$ cat src/rtl/dma_pkg.sv
// Shared definitions for the DMAC external-port bridge: default widths,
// bridge FSM encoding and the posted-write entry layout.
package dma_pkg;

  localparam int DEF_ADR_SIZE  = 16;
  localparam int DEF_DATA_SIZE = 16;

  typedef enum logic [2:0] {
    IDLE     = 3'd0,
    DRAIN    = 3'd1,
    RD_WAIT  = 3'd2,
    RD_ISSUE = 3'd3,
    RD_DONE  = 3'd4
  } state_t;

  typedef struct packed {
    logic [DEF_ADR_SIZE-1:0]  addr;
    logic [DEF_DATA_SIZE-1:0] data;
  } wr_entry_t;

endpackage

$ cat src/rtl/dma_post_fifo.sv
// Posted-write FIFO. Pointers carry one extra wrap bit so full and empty
// are distinguished without a separate occupancy counter.
module dma_post_fifo #(
  parameter int WIDTH = 32,
  parameter int DEPTH = 4
) (
  input  logic             clk,
  input  logic             rst,
  input  logic             push,
  input  logic             pop,
  input  logic [WIDTH-1:0] din,
  output logic [WIDTH-1:0] dout,
  output logic             full,
  output logic             empty
);

  localparam int AW = $clog2(DEPTH);
  localparam logic [AW:0] PTR_ONE = 1;

  logic [AW:0]      wr_ptr;
  logic [AW:0]      rd_ptr;
  logic [WIDTH-1:0] mem [DEPTH];
  logic             do_push;
  logic             do_pop;

  assign do_push = push & ~full;
  assign do_pop  = pop & ~empty;

  always_ff @(posedge clk or negedge rst) begin
    if (!rst) begin
      wr_ptr <= '0;
      rd_ptr <= '0;
    end else begin
      if (do_push) wr_ptr <= wr_ptr + PTR_ONE;
      if (do_pop)  rd_ptr <= rd_ptr + PTR_ONE;
    end
  end

  // Storage needs no reset: an entry is only read after it has been written.
  always_ff @(posedge clk) begin
    if (do_push) mem[wr_ptr[AW-1:0]] <= din;
  end

  assign dout  = mem[rd_ptr[AW-1:0]];
  assign empty = (wr_ptr == rd_ptr);
  assign full  = (wr_ptr[AW] != rd_ptr[AW]) && (wr_ptr[AW-1:0] == rd_ptr[AW-1:0]);

endmodule

$ cat src/rtl/dma_ext_bridge.sv
// Bridge between the DMAC SP port and external data memory: writes are posted
// through a FIFO, reads wait for all earlier writes and then go to memory.
module dma_ext_bridge
  import dma_pkg::*;
#(
  parameter int ADR_SIZE   = DEF_ADR_SIZE,
  parameter int DATA_SIZE  = DEF_DATA_SIZE,
  parameter int FIFO_DEPTH = 4
) (
  input  logic                 clk,
  input  logic                 rst,
  input  logic                 sp_en,
  input  logic                 wr_rd_sp,
  input  logic [ADR_SIZE-1:0]  SPA,
  input  logic [DATA_SIZE-1:0] SPD_OUT,
  output logic [DATA_SIZE-1:0] SPD_IN,
  output logic                 stall_ext,
  output logic                 ext_en,
  output logic                 ext_wr,
  output logic [ADR_SIZE-1:0]  ext_addr,
  output logic [DATA_SIZE-1:0] ext_wdata,
  input  logic [DATA_SIZE-1:0] ext_rdata,
  input  logic                 ext_ready,
  output logic                 wr_pending,
  output logic [2:0]           dbg_state
);

  localparam int ENTRY_W = ADR_SIZE + DATA_SIZE;

  // Handshakes: a DMAC request transfers in a cycle with sp_en=1 and
  // stall_ext=0, otherwise the DMAC holds it unchanged. A memory access
  // transfers in a cycle with ext_en=1 and ext_ready=1; until then every
  // ext_* output is held.
  state_t             state;
  state_t             state_nx;
  logic               full;
  logic               empty;
  logic               fifo_push;
  logic               fifo_pop;
  logic               bypass;
  logic               load_read;
  logic [ENTRY_W-1:0] fifo_dout;
  logic               wr_req;
  logic               rd_req;
  logic               bus_free;
  logic               serve_wr;

  assign wr_req    = sp_en & wr_rd_sp;
  assign rd_req    = sp_en & ~wr_rd_sp;
  assign bus_free  = ~ext_en | ext_ready;
  assign serve_wr  = (state == IDLE) | (state == DRAIN) | (state == RD_WAIT);
  assign stall_ext = (wr_req & full) | (rd_req & (state != RD_DONE));
  assign wr_pending = ~empty | (ext_en & ext_wr);
  assign dbg_state = state;

  // An empty FIFO with a free bus lets a write go straight onto the bus,
  // which gives the one-cycle write latency.
  always_comb begin
    fifo_pop  = 1'b0;
    bypass    = 1'b0;
    load_read = 1'b0;
    if (serve_wr && bus_free) begin
      if (!empty)                          fifo_pop  = 1'b1;
      else if (rd_req)                     load_read = 1'b1;
      else if (wr_req && state != RD_WAIT) bypass    = 1'b1;
    end
    fifo_push = wr_req & ~full & ~bypass;
  end

  dma_post_fifo #(
    .WIDTH (ENTRY_W),
    .DEPTH (FIFO_DEPTH)
  ) u_fifo (
    .clk   (clk),
    .rst   (rst),
    .push  (fifo_push),
    .pop   (fifo_pop),
    .din   ({SPA, SPD_OUT}),
    .dout  (fifo_dout),
    .full  (full),
    .empty (empty)
  );

  always_comb begin
    state_nx = state;
    case (state)
      IDLE, DRAIN, RD_WAIT: begin
        if (load_read)               state_nx = RD_ISSUE;
        else if (rd_req)             state_nx = RD_WAIT;
        else if (!empty || fifo_push) state_nx = DRAIN;
        else                         state_nx = IDLE;
      end
      RD_ISSUE: if (ext_ready) state_nx = RD_DONE;
      RD_DONE:  state_nx = empty ? IDLE : DRAIN;
      default:  state_nx = IDLE;
    endcase
  end

  always_ff @(posedge clk or negedge rst) begin
    if (!rst) state <= IDLE;
    else      state <= state_nx;
  end

  always_ff @(posedge clk or negedge rst) begin
    if (!rst) begin
      ext_en    <= 1'b0;
      ext_wr    <= 1'b0;
      ext_addr  <= '0;
      ext_wdata <= '0;
    end else if (fifo_pop) begin
      ext_en                <= 1'b1;
      ext_wr                <= 1'b1;
      {ext_addr, ext_wdata} <= fifo_dout;
    end else if (bypass) begin
      ext_en    <= 1'b1;
      ext_wr    <= 1'b1;
      ext_addr  <= SPA;
      ext_wdata <= SPD_OUT;
    end else if (load_read) begin
      ext_en   <= 1'b1;
      ext_wr   <= 1'b0;
      ext_addr <= SPA;
    end else if (ext_en && ext_ready) begin
      ext_en <= 1'b0;
      ext_wr <= 1'b0;
    end
  end

  always_ff @(posedge clk or negedge rst) begin
    if (!rst)                                  SPD_IN <= '0;
    else if (state == RD_ISSUE && ext_ready)   SPD_IN <= ext_rdata;
  end

endmodule

$ cat config.mk
export PLATFORM = sky130hd
export DESIGN_NAME = dma_ext_bridge
export DESIGN_NICKNAME = d
export VERILOG_FILES = /design/src/rtl/dma_pkg.sv /design/src/rtl/dma_post_fifo.sv /design/src/rtl/dma_ext_bridge.sv
export SDC_FILE = /design/constraint.sdc
export NUM_CORES = 1
export LEC_CHECK = 0
export CAP_MARGIN = 20
export CORE_UTILIZATION = 54
export DETAILED_ROUTE_END_ITERATION = 16
export PLACE_DENSITY_LB_ADDON = 0.3
export SLEW_MARGIN = 5
export SYNTH_ARGS = -nofsm -noshare
export SYNTH_HDL_FRONTEND = slang
export SYNTH_SLANG_ARGS = --single-unit
$ cat constraint.sdc
create_clock -name clk -period 3.3 [get_ports clk]
set_input_delay 0.66 -clock clk [delete_from_list [all_inputs] [get_ports clk]]
set_output_delay 0.66 -clock clk [all_outputs]
set_load 0.1 [all_outputs]
* Word-level counts from Yosys, hierarchy flattened
Memory sizes are Yosys's and may differ from the RTL's.
Index checks and enable logic that the tools add are counted.
** Storage, ports and cells
- Register bits :: 59
- Bits in writable memories :: 128
- Output and inout port bits :: 55
- Word-level logic and storage cells :: 81
- Memories :: 1
** Memories
- u_fifo.mem :: words 4, width 32, read ports 1, clocked after Yosys merged registers in 0, wr ports 1, RTL line dma_post_fifo.sv:22 : logic [WIDTH-1:0] mem [DEPTH];
** Cells by class
- Add/sub/neg operators :: 2
- Eq/ne operators :: 10
- Multiplexer cells :: 29
- Bitwise operators :: 19
- Reductions and logical operators :: 12
** Operators with widths (count)
- $mux W16 :: 5
- $mux W1 :: 20
- $and A1 B1 Y1 :: 9
- $pmux W3 S3 :: 1
- $add A3 B1 Y3 const B :: 2
- $eq A3 B2 Y1 const B :: 2
- $logic_and A1 B1 Y1 :: 5
- $not A1 Y1 :: 5
- $or A1 B1 Y1 :: 5
- $mux W2 :: 2
- $reduce_bool A4 Y1 :: 1
- $eq A3 B1 Y1 const B :: 1
- $eq A3 B3 Y1 :: 1
- $eq A3 B3 Y1 const B :: 1
- $logic_not A3 Y1 :: 1
- $mux W3 :: 1
- $ne A3 B2 Y1 const B :: 1
- $ne A3 B3 Y1 const B :: 1
- $reduce_bool A3 Y1 :: 1
- $reduce_or A3 Y1 :: 1
- $eq A2 B2 Y1 :: 1
- $ne A2 B2 Y1 const B :: 1
- $reduce_bool A2 Y1 :: 1
- $logic_not A1 Y1 :: 1
- 2 further kinds :: 2

* Longest topological paths before layout
Gate-level depths: netlist (run 1).
- Depth in word-level cells :: 13
- Mapped depth :: 8
- Mapped depth without buffers :: 5

* Modules after synthesis
Synthesis (run 1) repeated with hierarchy kept, for this count alone.
** Second synthesis, totals
- Cell total of the unflattened synthesis :: 474
- Area total of the unflattened synthesis :: 7509.7 um2
** By module, submodules not included
- dma_post_fifo :: instances 1, cells an instance 219, area an instance 5138.7 um2, sequential area each 3993.8 um2
- dma_ext_bridge :: instances 1, cells an instance 255, area an instance 2371.0 um2, sequential area each 1326.3 um2

* Least setup slack after synthesis (run 1)
Ideal clock, no wire load.
- Path kind :: register to output
- Start point :: register state[1], in the netlist dbg_state[1]
- End point :: output port stall_ext
- Arrival :: 2.772 ns
- Required time :: 2.640 ns
- Slack :: -0.132 ns
- Stages on the path, launching flop included :: 4
- Cell sequence :: dfrtp_1 > clkbuf_1 > o41ai_1 > a21oi_1
** Between the ends
- Word-level cells in the longest chain between the ends :: 3
** RTL lines
- from (decl) :: RTL line dma_ext_bridge.sv:34 : state_t state;
- from (signal assigned) :: RTL line dma_ext_bridge.sv:101 : else state <= state_nx;
- $ne A3 B3 Y1 :: RTL line dma_ext_bridge.sv:52 : assign stall_ext = (wr_req & full) | (rd_req & (state != RD_DONE));
- $and A1 B1 Y1 :: RTL line dma_ext_bridge.sv:52
- $or A1 B1 Y1 :: RTL line dma_ext_bridge.sv:52
- to (decl) :: RTL line dma_ext_bridge.sv:17 : output logic stall_ext,
Every way passes these cells.

* Worst setup path in the final report (run 1)
- Start point :: input port ext_ready
- End point :: memory u_fifo.mem[3][3] (enable)
** Between the ends
- Word-level cells in the longest chain between the ends :: 8
** RTL lines
- from (decl) :: RTL line dma_ext_bridge.sv:23 : input logic ext_ready,
- $or A1 B1 Y1 :: RTL line dma_ext_bridge.sv:50 : assign bus_free = ~ext_en | ext_ready;
- $logic_and A1 B1 Y1 :: RTL line dma_ext_bridge.sv:62 : if (serve_wr && bus_free) begin
- $mux W1 :: RTL line dma_ext_bridge.sv:62
- $not A1 Y1 :: RTL line dma_ext_bridge.sv:67 : fifo_push = wr_req & ~full & ~bypass;
- $and A1 B1 Y1 :: RTL line dma_ext_bridge.sv:67
- $and A1 B1 Y1 :: RTL line dma_post_fifo.sv:26 : assign do_push = push & ~full;
- $mux W1 :: RTL line dma_post_fifo.sv:41 : if (do_push) mem[wr_ptr[AW-1:0]] <= din;
- $mux W1 (not written as such) :: RTL line dma_post_fifo.sv:41
- to (decl) :: RTL line dma_post_fifo.sv:22
Every way passes these cells.

==> results of run 1 <==
[synthesized netlist by cell type (all sizes together) (3+ instances only)]
cell type,instances
clkbuf,7
dfrtp,59
buf,17
nor2,36
or3,4
mux4,32
inv,4
o21ai,3
mux2i,18
a21oi,36
nand2,57
o22ai,14
and2,4
xnor2,4
xor2,4
ha,5
edfxtp,128
[final cells by class]
type | instances | area, um2 | area share
inverters | 5 | 18.8 | 0.00206
flip-flops and latches | 187 | 5320 | 0.585
clock buffers | 20 | 457 | 0.0502
repair buffers | 121 | 1100 | 0.120
multi-input cells | 235 | 1890 | 0.208
well taps | 176 | 220 | 0.0242
clock inverters | 11 | 97.6 | 0.0107
[through the flow]
| step | area (um2) | hold WS, ns | utilization | cells |
|---|---|---|---|---|
| finish | 9100 | 0.288 | 0.685 | 755 |
| detailed placement | 8550 | 0.464 | 0.643 | 724 |
| floorplan | 7370 | 0.364 | - | 451 |
| global placement | 8550 | 0.461 | 0.643 | 724 |
| global route | 9100 | 0.327 | 0.685 | 755 |
| CTS | 9100 | 0.295 | 0.685 | 755 |
[flip-flops by register name (all words and copies together) (netlist names)]
signal         flops
u_fifo.mem       128
SPD_IN            16
ext_addr          16
ext_wdata         16
dbg_state          3
u_fifo.rd_ptr      3
u_fifo.wr_ptr      3
ext_en             1
ext_wr             1
[layer usage]
metal  track usage  vias to the layer above
met5             0                        -
met4        0.0902                        0
met3        0.0439                       15
met1         0.285                     2122
li1              -                     1926
met2         0.344                      131
[cell families (layout without fill, tap and decap cells)]
kind of cell    Yosys count  in the layout
compound gates           62             62
xor+xnor                  8              8
simple gates            109            109
fa+ha+maj                 5              5
buf+inv                  29            157
mux                      51             51
flops                   187            187
[worst max-delay path by stage]
stage / endpoint / cells past startpoint
finish: u_fifo.mem[3][3] / 6
global route: u_fifo.mem[3][2] / 6
CTS: u_fifo.mem[3][6] / 6
detailed placement: u_fifo.mem[3][6] / 6
global placement: u_fifo.mem[3][8] / 6
floorplan: u_fifo.mem[3][0] / 4
==> flow_metrics.env, run 1 <==
export IMPL_wl_met1_um=6120
export IMPL_initial_core_util=0.554
export IMPL_synth_seq_cells=187
export IMPL_period_share=0.802
export IMPL_setup_violations_final=0
export IMPL_worstPathMaxFanout=12
export IMPL_synth_compound_gate_area_share=0.0513
export IMPL_vias_per_cell=5.55
export IMPL_nets=625
export IMPL_path_clk_slew_ns=0.07
export IMPL_cts_root_buffer="clkbuf_16"
export IMPL_track_usage=0.213
export IMPL_postRouteAntennaNets=0
export IMPL_core_mm2=0.0133
export IMPL_io_pins=108
export IMPL_yosysTopAreaCell="edfxtp_1"
export IMPL_critical_path_slowest_cell="a311oi_2"
export IMPL_cts_tree="built"
export IMPL_dr_pass1_iters=5
export IMPL_diodes=0
export IMPL_hold_viol=0
export IMPL_tns_ns=0
export IMPL_synthesis_area_mm2=0.00736
export IMPL_synthMuxAreaShare=0.124
export IMPL_place_congestion=0.799
export IMPL_yosysTopAreaCellShare=0.522
export IMPL_critical_path_top_delay_family="simple AND/OR/NAND/NOR gates"
export IMPL_crit_arrival_ns=2.77
export IMPL_synthXorXnorAreaFrac=0.0105
export IMPL_reg2reg_depth=5
export IMPL_slowest_delay_ns=0.50
export IMPL_regToRegEndpoint="u_fifo.mem[3][3]"
export IMPL_clock_latency_ns=0.42
export IMPL_ys_types=37
export IMPL_synthAdderAreaFrac=0.00849
export IMPL_clock_path_buffers=2
export IMPL_std_cell_rows=42
export IMPL_die_y_um=119
export IMPL_hold_class="in -> async"
export IMPL_finClkSkew_ns=0.00730
export IMPL_synthSimpleGateAreaFrac=0.0610
export IMPL_syn_inst=451
export IMPL_crit_path_end_kind="flop"
export IMPL_relSlewSlack=0.527
export IMPL_dieArea_mm2=0.0141
export IMPL_syn_to_final_growth_pct=23.6
export IMPL_maxCapViolations=0
export IMPL_die_w_um=119
export IMPL_dr_total_vias=4194
export IMPL_synth_top_family_by_area="multiplexers"
export IMPL_worst_pin_slew_ns=0.709
export IMPL_async_flop_share=0.316
export IMPL_grt_pass1_vias=4233
export IMPL_yosys_warnings=0
export IMPL_post_cts_buffers=0
export IMPL_synth_area_leaders="edfxtp_1, dfrtp_1, mux4_2"
export IMPL_final_cell_mix="edfxtp_1, buf_4, dfrtp_1"
export IMPL_h_tree_depth=4
export IMPL_r2r_start="u_fifo.wr_ptr[0]"
export IMPL_dp_hpwl_um=9030
export IMPL_max_freq_mhz=378
export IMPL_drive_above_1_share=0.250
export IMPL_outcome="finished, final reports clean"
export IMPL_portBuffers=107
export IMPL_post_route_min_period_ns=2.65
export IMPL_rrSetupSlack_ns=0.87
export IMPL_postCtsHoldBufs=0
export IMPL_synthFlopType="edfxtp_1"
export IMPL_rsz0062_at_grt="false"
export IMPL_layout_commonest_cell="edfxtp_1"
export IMPL_cts_sinks=187
export IMPL_post_place_ws_ns=0.234
export IMPL_syn_nets=509
export IMPL_crit_chain="clkdlybuf4s50_1 > nor2b_1 > a211oi_2 > a311oi_2 > and2_2 > buf_4"
export IMPL_synth_enable_flop_cells=128
export IMPL_route_met3_wl_um=644
export IMPL_grt_overflow=0
export IMPL_drc=0
export IMPL_report_final_slew_viol_count=0
export IMPL_start_kind="primary input"
export IMPL_grt_antenna_before_repair=0
export IMPL_wl_met2_um=6870
export IMPL_cts_resized=0
export IMPL_yosysSeqAreaShare=0.722
export IMPL_num_fill_cells=881
export IMPL_grt_pass1_wl_um=22200
export IMPL_path_buf_inv=2
export IMPL_syn_area_per_cell_um2=16.3
export IMPL_wl_per_cell_um=18.4
export IMPL_initialDrtViolationCount=259
export IMPL_criticalPathCategory="in -> reg"
export IMPL_grt_max_degree=35
export IMPL_postRouteWirelength_um=13900
export IMPL_cts_buffers=17
export IMPL_layout_setup_ws_ns=0.655
export IMPL_crit_start="ext_ready"
export IMPL_highest_layer="met4"
export IMPL_required_ns=3.43
Power of run 1 is left out: the tool's default activity adds up to more than one toggle a clock period on the data nets, which glitch-free logic cannot reach.
==> run 2: changes to the inputs <==
Settings changed: CORE_UTILIZATION 54 to 49.
Clock period 3.3 ns to 2.4 ns, I/O delays scaled along.
==> run 2 against run 1 <==
Cell area increased by 3.0%. Setup slack got worse by 0.59 ns. Critical path type is now reg -> out. Register-to-register slack got worse by 0.56 ns. Core utilization decreased by 4.2 points. Critical endpoint is now stall_ext.
==> flow_metrics.env, run 2 (synthesis results as in run 1) <==
export IMPL_outcome="finished, final reports clean"
export IMPL_cts_buffers=17
export IMPL_post_place_cells=743
export IMPL_final_cell_count_no_fill=777
export IMPL_hold_viol=0
export IMPL_dp_hpwl_um=9370
export IMPL_crit_arrival_ns=1.86
export IMPL_clock_latency_ns=0.43
export IMPL_maxCapViolations=0
export IMPL_relSlewSlack=0.551
export IMPL_grt_overflow=0
export IMPL_diodes=0
export IMPL_cts_root_buffer="clkbuf_16"
export IMPL_rrSetupSlack_ns=0.31
export IMPL_core_mm2=0.0146
export IMPL_postCtsHoldBufs=0
export IMPL_seq_area_mm2=0.00533
export IMPL_crit_start="u_fifo.wr_ptr[1]"
export IMPL_postRouteAntennaNets=0
export IMPL_std_cell_rows=44
export IMPL_initialDrtViolationCount=318
export IMPL_start_kind="flop"
export IMPL_worstPathMaxFanout=4
export IMPL_regToRegEndpoint="u_fifo.mem[1][24]"
export IMPL_grt_pass1_wl_um=23500
export IMPL_hold_class="in -> async"
export IMPL_critical_path_slowest_cell="dfrtp_2"
export IMPL_dieArea_mm2=0.0155
export IMPL_die_w_um=125
export IMPL_report_final_slew_viol_count=0
export IMPL_rsz0062_at_grt="false"
export IMPL_grt_pass1_vias=4394
export IMPL_die_y_um=125
export IMPL_wl_per_cell_um=19.1
export IMPL_grt_antenna_before_repair=0
export IMPL_drive_above_1_share=0.278
export IMPL_tns_ns=0
export IMPL_slowest_delay_ns=0.45
export IMPL_criticalPathCategory="reg -> out"
export IMPL_crit_end="stall_ext"
export IMPL_dr_pass1_iters=4
export IMPL_crit_chain="xor2_2 > or3_1 > a21oi_2 > buf_12"
export IMPL_cts_tree="built"
export IMPL_timing_hold_ws_ns=0.0618
export IMPL_reg2reg_depth=6
export IMPL_cts_sinks=187
export IMPL_final_cell_mix="edfxtp_1, buf_4, nand2_1"
export IMPL_clock_path_buffers=2
export IMPL_crit_path_end_kind="output port"
export IMPL_vias_per_cell=5.45
export IMPL_place_congestion=0.809
export IMPL_worst_pin_slew_ns=0.674
export IMPL_max_freq_mhz=427
export IMPL_h_tree_depth=4
export IMPL_post_route_min_period_ns=2.34
export IMPL_required_ns=1.92
export IMPL_postRouteWirelength_um=14800
export IMPL_layout_setup_ws_ns=0.0603
export IMPL_layout_commonest_cell="edfxtp_1"
export IMPL_r2r_start="u_fifo.wr_ptr[0]"
export IMPL_io_pins=108
export IMPL_period_share=0.975
export IMPL_nets=638
export IMPL_initial_core_util=0.505
export IMPL_track_usage=0.202
export IMPL_finClkSkew_ns=0.0132
export IMPL_path_clk_slew_ns=0.06
export IMPL_setup_violations_final=0
export IMPL_grt_max_degree=35
export IMPL_portBuffers=107
export IMPL_drc=0
export IMPL_post_place_ws_ns=0.0339
export IMPL_largest_register_ffs=128
export IMPL_dr_total_vias=4237
export IMPL_multi_input_area_mm2=0.00190
export IMPL_syn_to_final_growth_pct=27.4
export IMPL_num_fill_cells=1031
[run 2: changes by cell type in the layout (fill, tap and decap cells not counted), sizes merged]
cell	delta
buf	+13
bufinv	+5
clkbuf	-3
clkinvlp	-1
[run 2: layout make-up]
cell class	count	share of cell area
clock buffers	17	0.0454
clock inverters	15	0.0243
inverters	5	0.00200
multi-input cells	235	0.203
flip-flops and latches	187	0.568
well taps	184	0.0245
repair buffers	134	0.133
[run 2: what timing repair did]
item	in CTS	in global routing
setup buffers	0	2
cloned	0	0
setup endpoints to repair	1	2
resized for setup	1	2
[run 2: worst min path at each step]
stage	start	end	slack (ns)	depth (start not counted)
global placement	SPD_IN[0]	SPD_IN[0]	0.46	2
floorplan	rst	SPD_IN[0]	0.18	0
detailed placement	SPD_IN[0]	SPD_IN[0]	0.46	2
CTS	rst	ext_wdata[5]	0.06	1
finish	rst	ext_wdata[4]	0.06	1
global route	rst	ext_wdata[4]	0.09	1
[run 2: metrics by stage]
step	area, um2	util
2_1_floorplan	7380	-
3_3_place_gp	8700	0.596
3_5_place_dp	8700	0.596
4_1_cts	9360	0.641
5_1_grt	9380	0.643
6_report	9380	0.643
[run 2: critical path: cells and delay by family, from the launching register on]
| kind | cells | cell delay [ns] |
|---|---|---|
| and+or+nand+nor | 1 | 0.38 |
| AOI/OAI and AO/OA | 1 | 0.21 |
| buffers and inverters | 1 | 0.20 |
| xor gates and xnor gates | 1 | 0.21 |
| DFF | 1 | 0.45 |
[run 2: metal layers]
metal  part of all wire  up-vias  global-route usage
met1               0.43     2123               0.273
met4             0.0097        0              0.0574
met3              0.057       12              0.0546
met5                  0        -                   0
li1                   -     1959                   -
met2               0.50      143               0.323
Power of run 2 is left out for the same reason.
